## config.mk

```make
export PLATFORM = sky130hd
export DESIGN_NAME = tile_fetcher_flat
export DESIGN_NICKNAME = d
export VERILOG_FILES = /design/src/rtl/tile_fetcher_if.sv /design/src/rtl/tile_fetcher.sv /design/src/flat_wrapper.sv
export SDC_FILE = /design/constraint.sdc
export NUM_CORES = 1
export LEC_CHECK = 0
export BUFFER_PORTS_ARGS = -buffer_cell sky130_fd_sc_hd__buf_2
export CORE_ASPECT_RATIO = 1.1
export CORE_MARGIN = 4
export CORE_UTILIZATION = 54
export DETAILED_ROUTE_END_ITERATION = 12
export PLACE_DENSITY = 0.8
export SLEW_MARGIN = 10
export SYNTH_ARGS = -nofsm -noshare
export SYNTH_HDL_FRONTEND = slang
export SYNTH_SLANG_ARGS = --single-unit
```

## constraint.sdc

```tcl
create_clock -name clk_draw -period 4.6 [get_ports clk_draw]
set_clock_uncertainty 0.05 [all_clocks]
set_input_delay 0.46 -clock clk_draw [delete_from_list [all_inputs] [get_ports clk_draw]]
set_output_delay 0.46 -clock clk_draw [all_outputs]
set_load 0.1 [all_outputs]
```

## src/rtl/tile_fetcher_if.sv

```systemverilog
// Memory read port and tile word stream between tile_fetcher, tile memory
// and the pixel quadrupler.
interface tile_fetcher_if #(
   parameter int CORDW = 11,
   parameter int ADDRW = 16
);
   logic             mem_req;
   logic [ADDRW-1:0] mem_addr;
   logic             mem_ack;
   logic [31:0]      mem_rdata;
   logic             tile_valid;
   logic             tile_ready;
   logic [31:0]      tile_pixels;
   logic [3:0]       tile_valid_mask;
   logic [CORDW-1:0] tile_x;

   modport master (
      output mem_req, mem_addr,
      input  mem_ack, mem_rdata,
      output tile_valid, tile_pixels, tile_valid_mask, tile_x,
      input  tile_ready
   );

   modport slave (
      input  mem_req, mem_addr,
      output mem_ack, mem_rdata,
      input  tile_valid, tile_pixels, tile_valid_mask, tile_x,
      output tile_ready
   );
endinterface

```

## src/rtl/tile_fetcher.sv

```systemverilog
// Per-line tile word sequencer: map lookup, tile row fetch, then one
// {pixels, mask, x} word per tile under valid/ready.
module tile_fetcher #(
   parameter int CORDW    = 11,
   parameter int ADDRW    = 16,
   parameter int LINE_W   = 640,
   parameter int TILES    = 41,
   parameter int MAP_LOG2 = 6
) (
   input  logic             clk_draw,
   input  logic             rst_draw,
   input  logic             line_start,
   input  logic [CORDW-1:0] line_y,
   input  logic [CORDW-1:0] scroll_x,
   input  logic [ADDRW-1:0] map_base,
   input  logic [ADDRW-1:0] gfx_base,
   tile_fetcher_if.master   bus,
   output logic             line_done
);
   localparam int IW = $clog2(TILES);

   typedef enum logic [1:0] {IDLE, MAP_REQ, GFX_REQ, EMIT} state_t;

   state_t           state, state_nxt;
   logic [IW-1:0]    i_q, i_nxt;
   logic [CORDW-1:0] ly_q, ly_nxt;
   logic [CORDW-1:0] sx_q, sx_nxt;
   logic             req_q, req_nxt;
   logic [ADDRW-1:0] addr_q, addr_nxt;
   logic             valid_q, valid_nxt;
   logic [31:0]      pix_q, pix_nxt;
   logic [3:0]       mask_q, mask_nxt;
   logic [CORDW-1:0] tx_q, tx_nxt;
   logic             done_q, done_nxt;
   logic             unused_bits;

   // Map row/col wrap at the map size before the base offset is applied.
   function automatic logic [ADDRW-1:0] map_addr(
      input logic [ADDRW-1:0]    base,
      input logic [MAP_LOG2-1:0] row,
      input logic [MAP_LOG2-1:0] col0,
      input logic [IW-1:0]       k
   );
      logic [MAP_LOG2-1:0] col;
      col = col0 + MAP_LOG2'(k);
      return base + ADDRW'({row, col});
   endfunction

   function automatic logic [3:0] lane_mask(input logic [IW-1:0] k, input logic [3:0] fine);
      int pos;
      lane_mask = '0;
      for (int unsigned j = 0; j < 4; j++) begin
         pos = 16 * int'(k) + 4 * int'(j) - int'(fine);
         lane_mask[j[1:0]] = (pos >= 0) && (pos < LINE_W);
      end
   endfunction

   always_ff @(posedge clk_draw) begin
      if (!rst_draw) begin
         state   <= IDLE;
         i_q     <= '0;
         ly_q    <= '0;
         sx_q    <= '0;
         req_q   <= 1'b0;
         addr_q  <= '0;
         valid_q <= 1'b0;
         pix_q   <= '0;
         mask_q  <= '0;
         tx_q    <= '0;
         done_q  <= 1'b0;
      end else begin
         state   <= state_nxt;
         i_q     <= i_nxt;
         ly_q    <= ly_nxt;
         sx_q    <= sx_nxt;
         req_q   <= req_nxt;
         addr_q  <= addr_nxt;
         valid_q <= valid_nxt;
         pix_q   <= pix_nxt;
         mask_q  <= mask_nxt;
         tx_q    <= tx_nxt;
         done_q  <= done_nxt;
      end
   end

   always_comb begin
      state_nxt = state;
      i_nxt     = i_q;
      ly_nxt    = ly_q;
      sx_nxt    = sx_q;
      req_nxt   = req_q;
      addr_nxt  = addr_q;
      valid_nxt = valid_q;
      pix_nxt   = pix_q;
      mask_nxt  = mask_q;
      tx_nxt    = tx_q;
      done_nxt  = 1'b0;
      // A line start restarts from any state; a coincident ack is ignored.
      if (line_start) begin
         state_nxt = MAP_REQ;
         i_nxt     = '0;
         ly_nxt    = line_y;
         sx_nxt    = scroll_x;
         req_nxt   = 1'b1;
         addr_nxt  = map_addr(map_base, line_y[4 +: MAP_LOG2], scroll_x[4 +: MAP_LOG2], '0);
         valid_nxt = 1'b0;
      end else begin
         unique case (state)
            IDLE: state_nxt = IDLE;
            MAP_REQ: begin
               if (bus.mem_ack) begin
                  state_nxt = GFX_REQ;
                  addr_nxt  = gfx_base + ADDRW'({bus.mem_rdata[7:0], ly_q[3:2]});
               end
            end
            GFX_REQ: begin
               if (bus.mem_ack) begin
                  state_nxt = EMIT;
                  req_nxt   = 1'b0;
                  pix_nxt   = bus.mem_rdata;
                  valid_nxt = 1'b1;
                  tx_nxt    = CORDW'({i_q, 4'b0000}) - CORDW'(sx_q[3:0]);
                  mask_nxt  = lane_mask(i_q, sx_q[3:0]);
               end
            end
            EMIT: begin
               if (bus.tile_ready) begin
                  valid_nxt = 1'b0;
                  if (i_q == IW'(TILES - 1)) begin
                     state_nxt = IDLE;
                     done_nxt  = 1'b1;
                  end else begin
                     state_nxt = MAP_REQ;
                     i_nxt     = i_q + IW'(1);
                     req_nxt   = 1'b1;
                     addr_nxt  = map_addr(map_base, ly_q[4 +: MAP_LOG2], sx_q[4 +: MAP_LOG2],
                                          i_q + IW'(1));
                  end
               end
            end
            default: state_nxt = IDLE;
         endcase
      end
   end

   assign bus.mem_req         = req_q;
   assign bus.mem_addr        = addr_q;
   assign bus.tile_valid      = valid_q;
   assign bus.tile_pixels     = pix_q;
   assign bus.tile_valid_mask = mask_q;
   assign bus.tile_x          = tx_q;
   assign line_done           = done_q;
   assign unused_bits         = ^{ly_q, sx_q};
endmodule

```

## src/flat_wrapper.sv

```systemverilog
// flat-port wrapper written by rule: the top's interface ports become plain ports
module tile_fetcher_flat 
#(
   parameter int CORDW    = 11,
   parameter int ADDRW    = 16,
   parameter int LINE_W   = 640,
   parameter int TILES    = 41,
   parameter int MAP_LOG2 = 6
)
  (clk_draw, rst_draw, line_start, line_y, scroll_x, map_base, gfx_base, line_done, bus_mem_req, bus_mem_addr, bus_mem_ack, bus_mem_rdata, bus_tile_valid, bus_tile_pixels, bus_tile_valid_mask, bus_tile_x, bus_tile_ready);
  tile_fetcher_if #(.CORDW(CORDW), .ADDRW(ADDRW)) bus_i ();
  input  logic clk_draw;
  input  logic rst_draw;
  input  logic line_start;
  input  logic [CORDW-1:0] line_y;
  input  logic [CORDW-1:0] scroll_x;
  input  logic [ADDRW-1:0] map_base;
  input  logic [ADDRW-1:0] gfx_base;
  output logic line_done;
  output wire logic [$bits(bus_i.mem_req)-1:0] bus_mem_req;
  output wire logic [$bits(bus_i.mem_addr)-1:0] bus_mem_addr;
  input wire logic [$bits(bus_i.mem_ack)-1:0] bus_mem_ack;
  input wire logic [$bits(bus_i.mem_rdata)-1:0] bus_mem_rdata;
  output wire logic [$bits(bus_i.tile_valid)-1:0] bus_tile_valid;
  output wire logic [$bits(bus_i.tile_pixels)-1:0] bus_tile_pixels;
  output wire logic [$bits(bus_i.tile_valid_mask)-1:0] bus_tile_valid_mask;
  output wire logic [$bits(bus_i.tile_x)-1:0] bus_tile_x;
  input wire logic [$bits(bus_i.tile_ready)-1:0] bus_tile_ready;
  assign bus_mem_req = bus_i.mem_req;
  assign bus_mem_addr = bus_i.mem_addr;
  assign bus_i.mem_ack = bus_mem_ack;
  assign bus_i.mem_rdata = bus_mem_rdata;
  assign bus_tile_valid = bus_i.tile_valid;
  assign bus_tile_pixels = bus_i.tile_pixels;
  assign bus_tile_valid_mask = bus_i.tile_valid_mask;
  assign bus_tile_x = bus_i.tile_x;
  assign bus_i.tile_ready = bus_tile_ready;
  tile_fetcher #(.CORDW(CORDW), .ADDRW(ADDRW), .LINE_W(LINE_W), .TILES(TILES), .MAP_LOG2(MAP_LOG2)) u_core (.clk_draw(clk_draw), .rst_draw(rst_draw), .line_start(line_start), .line_y(line_y), .scroll_x(scroll_x), .map_base(map_base), .gfx_base(gfx_base), .bus(bus_i), .line_done(line_done));
endmodule
```

==> flow_summary.yaml, run 1 <==
outcome:
  status: "completed"
global_route:
  grt_pass1_wl_mm: 23.8
  antenna_found_initial: 0
  grt_max_degree: 56
  grt_usage_pct: 22.7
  grt.overflow.total: 0
  grt_pass1_vias: 4972
die:
  initial_core_util_pct: 55.1
  io_pins: 157
  fp-row-count: 40
  die_h_um: 118
  fp.dieArea_sq_um: 12800
  die-width_um: 108
  core_area_sq_um: 10900
timing:
  max_freq_ghz: 0.262
  hold_viol: 0
  final-max-slew-violation-count: 0
  rsz0062_at_grt: "no"
  period_share_pct: 83.1
  slew_headroom_pct: 33.5
  setup-tns-final_ns: 0
  min_period_ns: 3.82
  final-setup-viol-count: 0
  worstMarginPinSlew_ns: 0.998
synthesis:
  synthFlopType: "dfxtp_1"
  syn_area_sq_um: 5980
  async_flop_share_pct: 0
  synth_top_area_share_pct: 30.8
  yosys-top-cells-area: "dfxtp_1 (31%), ha_1 (9.6%), nand2_1 (7.2%)"
  yosysWarnings: 0
  synth_seq_cells: 92
  synthXorXnorAreaFrac_pct: 7.91
  synth-edff-count: 0
  synthAdderAreaFrac_pct: 11.0
  synth_top_family_by_area: "compound AO/OA/AOI/OAI gates"
  synth_fp_nets: 875
  muxShareOfSynthArea_pct: 3.68
  ys_types: 63
  synth.largest_area_cell: "dfxtp_1"
  yosysSeqAreaShare_pct: 30.8
  synth_cells: 734
  synth-compound-area-share_pct: 25.1
  syn_avg_cell_area_sq_um: 8.15
  yosys.area_share.simple_pct: 17.7
cts:
  cts_resized: 0
  cts_buffers: 9
  htree_levels: 3
  holdBufCountCts: 0
  clkSlewWorstSetupHoldPaths_ns: 0.07
  clockBufferDepth: 2
  cts_sinks: 92
  cts_tree: "yes"
  post_cts_buffers: 0
  clk_latency_ns: 0.34
  cts_root_buffer: "clkbuf_16"
final_layout:
  synthToLayoutAreaGrowth_pct: 18.6
  multiInputGateArea_sq_um: 3910
  num-fill-cells: 974
  n_antenna_cell: 0
  instances_no_fill: 1016
  utilization_pct: 65.3
  drive_gt1_share_pct: 21.3
  seq_area_sq_um: 1840
  nets: 1005
  final_cell_mix: "buf_2 (152), nand2_1 (115), dfxtp_1 (92), ha_1 (46)"
  final_common_cell: "buf_2"
route:
  vias: 5580
  ant_nets: 0
  wl_mm: 14.9
  drtIter0Drc: 389
  via_per_inst: 5.49
  first_pass_iters: 7
  wl_per_cell_um: 14.7
  drc: 0
power_and_ir_drop:
  seqPwrFrac_pct: 38.9
  p_per_area_nw_per_um2: 309
  p_leak_uw: 0.00319
  power_uw: 2190
  p_int_uw: 1410
  power.switching_uw: 782
  clkPwrFrac_pct: 32.7
  swShare_pct: 35.7
  ir_drop_uv: 161
  combPwrFrac_pct: 28.4
place:
  place_inst: 1000
  port_buffers: 152
  place.gp.congestion: 0.844
  dpl.hpwl_mm: 11.2
critical_path:
  cp.required_ns: 4.75
  crit_type: "register to register"
  start_kind: "register"
  critPathCaptureType: "register"
  cp_max_fo: 7
  cp.arrival_ns: 3.97
worst_hold_path:
  hold_path.class: "input port to register"
run:
  drv_cap: 0
-- state kept, by name, summed over array words and instances, names as in the netlist --
register,cells
u_core.bus.mem_addr,16
u_core.bus.mem_req,1
u_core.bus.tile_pixels,32
u_core.bus.tile_valid,1
u_core.bus.tile_valid_mask,4
u_core.bus.tile_x,11
u_core.i_q,6
u_core.line_done,1
u_core.ly_q,8
u_core.state,2
u_core.sx_q,10
-- cell families after synthesis --
| logic type | count (synthesis) |
|---|---|
| and+or+nand+nor | 231 |
| AOI/OAI and AO/OA | 224 |
| DFF | 92 |
| buffers and inverters | 61 |
| xor gates and xnor gates | 54 |
| adders and majority gates | 50 |
| muxes | 22 |
-- critical path, cell delays in order (launching register included) --
cell and delay, ns:
dfxtp_1 0.45, inv_1 0.13, ha_1 0.34, ha_1 0.27, a21o_1 0.17, a21oi_1 0.21, o21bai_1 0.09, a21oi_1 0.18
xnor2_1 0.12, ha_1 0.37, nand2_1 0.10, o31ai_1 0.37, a21oi_1 0.17, o31ai_1 0.34, mux2i_1 0.23, a31oi_1 0.08
-- path summary, 6_finish.rpt --
kind                                           start                         end  depth (start not counted)  slack, ns
worst min-delay path               bus_mem_rdata[24]  u_core.bus.tile_pixels[24]                          3       0.31
worst max register to register         u_core.i_q[0]     u_core.bus.mem_addr[15]                         15       0.78
worst max-delay path                   u_core.i_q[0]     u_core.bus.mem_addr[15]                         15       0.78
worst min register to register  u_core.bus.tile_x[0]        u_core.bus.tile_x[0]                          2       0.41
-- final cells by class --
| class | instances | area share [%] |
|---|---|---|
| clock buffers | 9 | 3.18 |
| multi-input cells | 581 | 55.1 |
| inverters | 24 | 1.27 |
| repair buffers | 156 | 11.1 |
| clock inverters | 7 | 0.776 |
| well taps | 147 | 2.59 |
| flip-flops and latches | 92 | 26.0 |
-- Yosys cell counts (11+ instances only) --
library cell,number
a21boi_0,38
a21oi_1,44
xor2_1,15
a31oi_1,11
ha_1,46
nor2_1,37
clkbuf_1,29
nor2b_1,23
o21ai_0,44
nand3_1,13
a21o_1,12
inv_1,23
nand2_1,115
dfxtp_1,92
xnor2_1,39
mux2i_1,22
-- power by group through the flow --
stage	Clock [uW]	Sequential [uW]	Combinational, uW
2_1_floorplan	0	1030	316
3_3_place_gp	0	870	612
3_5_place_dp	0	871	617
4_1_cts	735	853	622
5_1_grt	759	856	676
6_report	716	853	624
-- layer usage --
metal | GRT usage, % | wire length (um) | vias up
met1 | 31.5 | 6810 | 2534
met5 | 0 | 0 | -
met4 | 8.05 | 277 | 0
met2 | 35.5 | 6810 | 173
met3 | 3.82 | 1000 | 21
li1 | - | - | 2852
-- metrics by stage --
stage	hold slack [ns]	worst slack [ns]	area, sq um
after detailed placement	0.403	0.778	6810
after CTS	0.297	0.746	7090
after global placement	0.389	0.809	6810
final	0.309	0.779	7090
after floorplan	0.437	1.20	5980
after global routing	0.309	0.440	7090
Note: power is estimated with default switching activity, not from simulation.
==> inputs of run 2 (changes only) <==
Clock period 4.6 ns to 3.7 ns, I/O delays scaled along.
==> run 2 against run 1 <==
Final area increased by 1.9%. Final cell count increased by 1.2%. Worst setup slack got worse by 0.58 ns. Flip-flop and latch count unchanged. Critical path type unchanged.
==> flow_summary.yaml, run 2 (same netlist as run 1, synthesis figures left out) <==
cts:
  cts_buffers: 9
  clockBufferDepth: 2
  htree_levels: 3
  cts_root_buffer: "clkbuf_16"
  cts_tree: "yes"
  holdBufCountCts: 0
  clkSlewWorstSetupHoldPaths_ns: 0.07
  clk_latency_ns: 0.34
  cts_sinks: 92
place:
  place_inst: 1011
  port_buffers: 152
  postPlaceCellArea_sq_um: 6900
  dpl.hpwl_mm: 11.4
  place.gp.congestion: 0.862
final_layout:
  final_common_cell: "buf_2"
  final_cell_mix: "buf_2 (152), nand2_1 (114), dfxtp_1 (91), ha_1 (46), o21ai_0 (44)"
  num-fill-cells: 980
  instances_no_fill: 1028
  n_antenna_cell: 0
  synthToLayoutAreaGrowth_pct: 20.9
  drive_gt1_share_pct: 23.0
  finalInstanceArea_sq_um: 7230
  largest_reg_flops: 32
  nets: 1017
global_route:
  grt.overflow.total: 0
  grt_pass1_vias: 5212
  grt_pass1_wl_mm: 24.2
  grt_usage_pct: 23.1
  grt_max_degree: 48
  antenna_found_initial: 0
route:
  ant_nets: 0
  wl_mm: 15.1
  via_per_inst: 5.47
  wl_per_cell_um: 14.7
  drc: 0
  highest_layer: "met4"
  drtIter0Drc: 300
  drt-met1-wl_mm: 7.09
  wl_met3_um: 762
  vias: 5620
  route.met2.wl_mm: 6.98
  first_pass_iters: 7
timing:
  period_share_pct: 94.6
  final-max-slew-violation-count: 0
  slew_headroom_pct: 40.4
  min_period_ns: 3.50
  hold_viol: 0
  setup-tns-final_ns: 0
  max_freq_ghz: 0.286
  final-setup-viol-count: 0
  worstMarginPinSlew_ns: 0.891
critical_path:
  cp_max_fo: 7
  reg2regPathDepth: 17
  cp.arrival_ns: 3.74
  endpoint: "u_core.bus.mem_addr[9]"
  crit_type: "register to register"
  worst_r2r_endpoint: "u_core.bus.mem_addr[9]"
  r2r-start: "u_core.i_q[1]"
  start_kind: "register"
  reg2reg_setup_slack_ns: 0.20
  crit_path_start: "u_core.i_q[1]"
  cp.required_ns: 3.94
  critPathCaptureType: "register"
die:
  fp.dieArea_sq_um: 12800
  die_h_um: 118
  fp-row-count: 40
  initial_core_util_pct: 55.1
  io_pins: 157
  die-width_um: 108
  core_area_sq_um: 10900
power_and_ir_drop:
  ir_drop_uv: 244
  p_leak_uw: 0.00326
  power_uw: 2760
  p_per_area_nw_per_um2: 382
outcome:
  status: "completed"
run:
  drv_cap: 0
worst_hold_path:
  min-delay-start: "bus_mem_rdata[26]"
  hold_path.class: "input port to register"
[run 2: critical path, cell delays in order, from the launching register on]
cell and delay, ns:
dfxtp_4 0.38, inv_1 0.05, ha_1 0.29, buf_4 0.11, inv_1 0.04, fa_1 0.39
inv_1 0.07, a21o_1 0.11, a21oi_1 0.07, xnor2_1 0.13, ha_1 0.35, a21oi_1 0.25
o21a_1 0.21, o31a_1 0.18, o21ai_1 0.09, xnor2_1 0.16, a2111oi_2 0.37, o21a_1 0.14
[run 2: metrics by stage]
step | worst slack (ns) | utilization (%) | hold WS [ns]
6_report | 0.199 | 66.6 | 0.213
3_5_place_dp | 0.0458 | 63.5 | 0.403
5_1_grt | -0.0359 | 66.6 | 0.224
2_1_floorplan | 0.299 | - | 0.437
4_1_cts | 0.0273 | 66.2 | 0.210
3_3_place_gp | 0.125 | 63.5 | 0.387
[run 2: cell type report]
class	instances	area (sq um)	area share (%)
Clock buffer	10	239	3.31
Clock inverter	6	53.8	0.744
Inverter	24	90.1	1.25
Multi-Input combinational cell	581	3940	54.5
Sequential cell	92	1850	25.5
Tap cell	147	184	2.54
Timing Repair Buffer	168	881	12.2
[run 2: per-layer routing]
| metal | track usage, % | vias up |
|---|---|---|
| li1 | - | 2880 |
| met1 | 31.6 | 2564 |
| met2 | 37.3 | 153 |
| met3 | 3.17 | 23 |
| met4 | 7.66 | 0 |
| met5 | 0 | - |
[run 2: worst min-delay path by stage]
stage | endpoint | cells past startpoint
2_1_floorplan | u_core.ly_q[8] | 2
3_3_place_gp | u_core.bus.mem_addr[0] | 2
3_5_place_dp | u_core.bus.tile_pixels[6] | 2
4_1_cts | u_core.bus.tile_pixels[27] | 3
5_1_grt | u_core.bus.tile_pixels[20] | 3
6_report | u_core.bus.tile_pixels[26] | 3
[run 2: power breakdown]
part	leakage [uW]	internal, uW	switching [uW]
clock network	0.000142	487	424
logic	0.00237	265	527
registers	0.000751	1030	28.4
[run 2: what timing repair did]
action | in CTS | in global routing
setup endpoints to repair | 0 | 6
buffers inserted | 0 | 1
gates resized for setup | 0 | 9
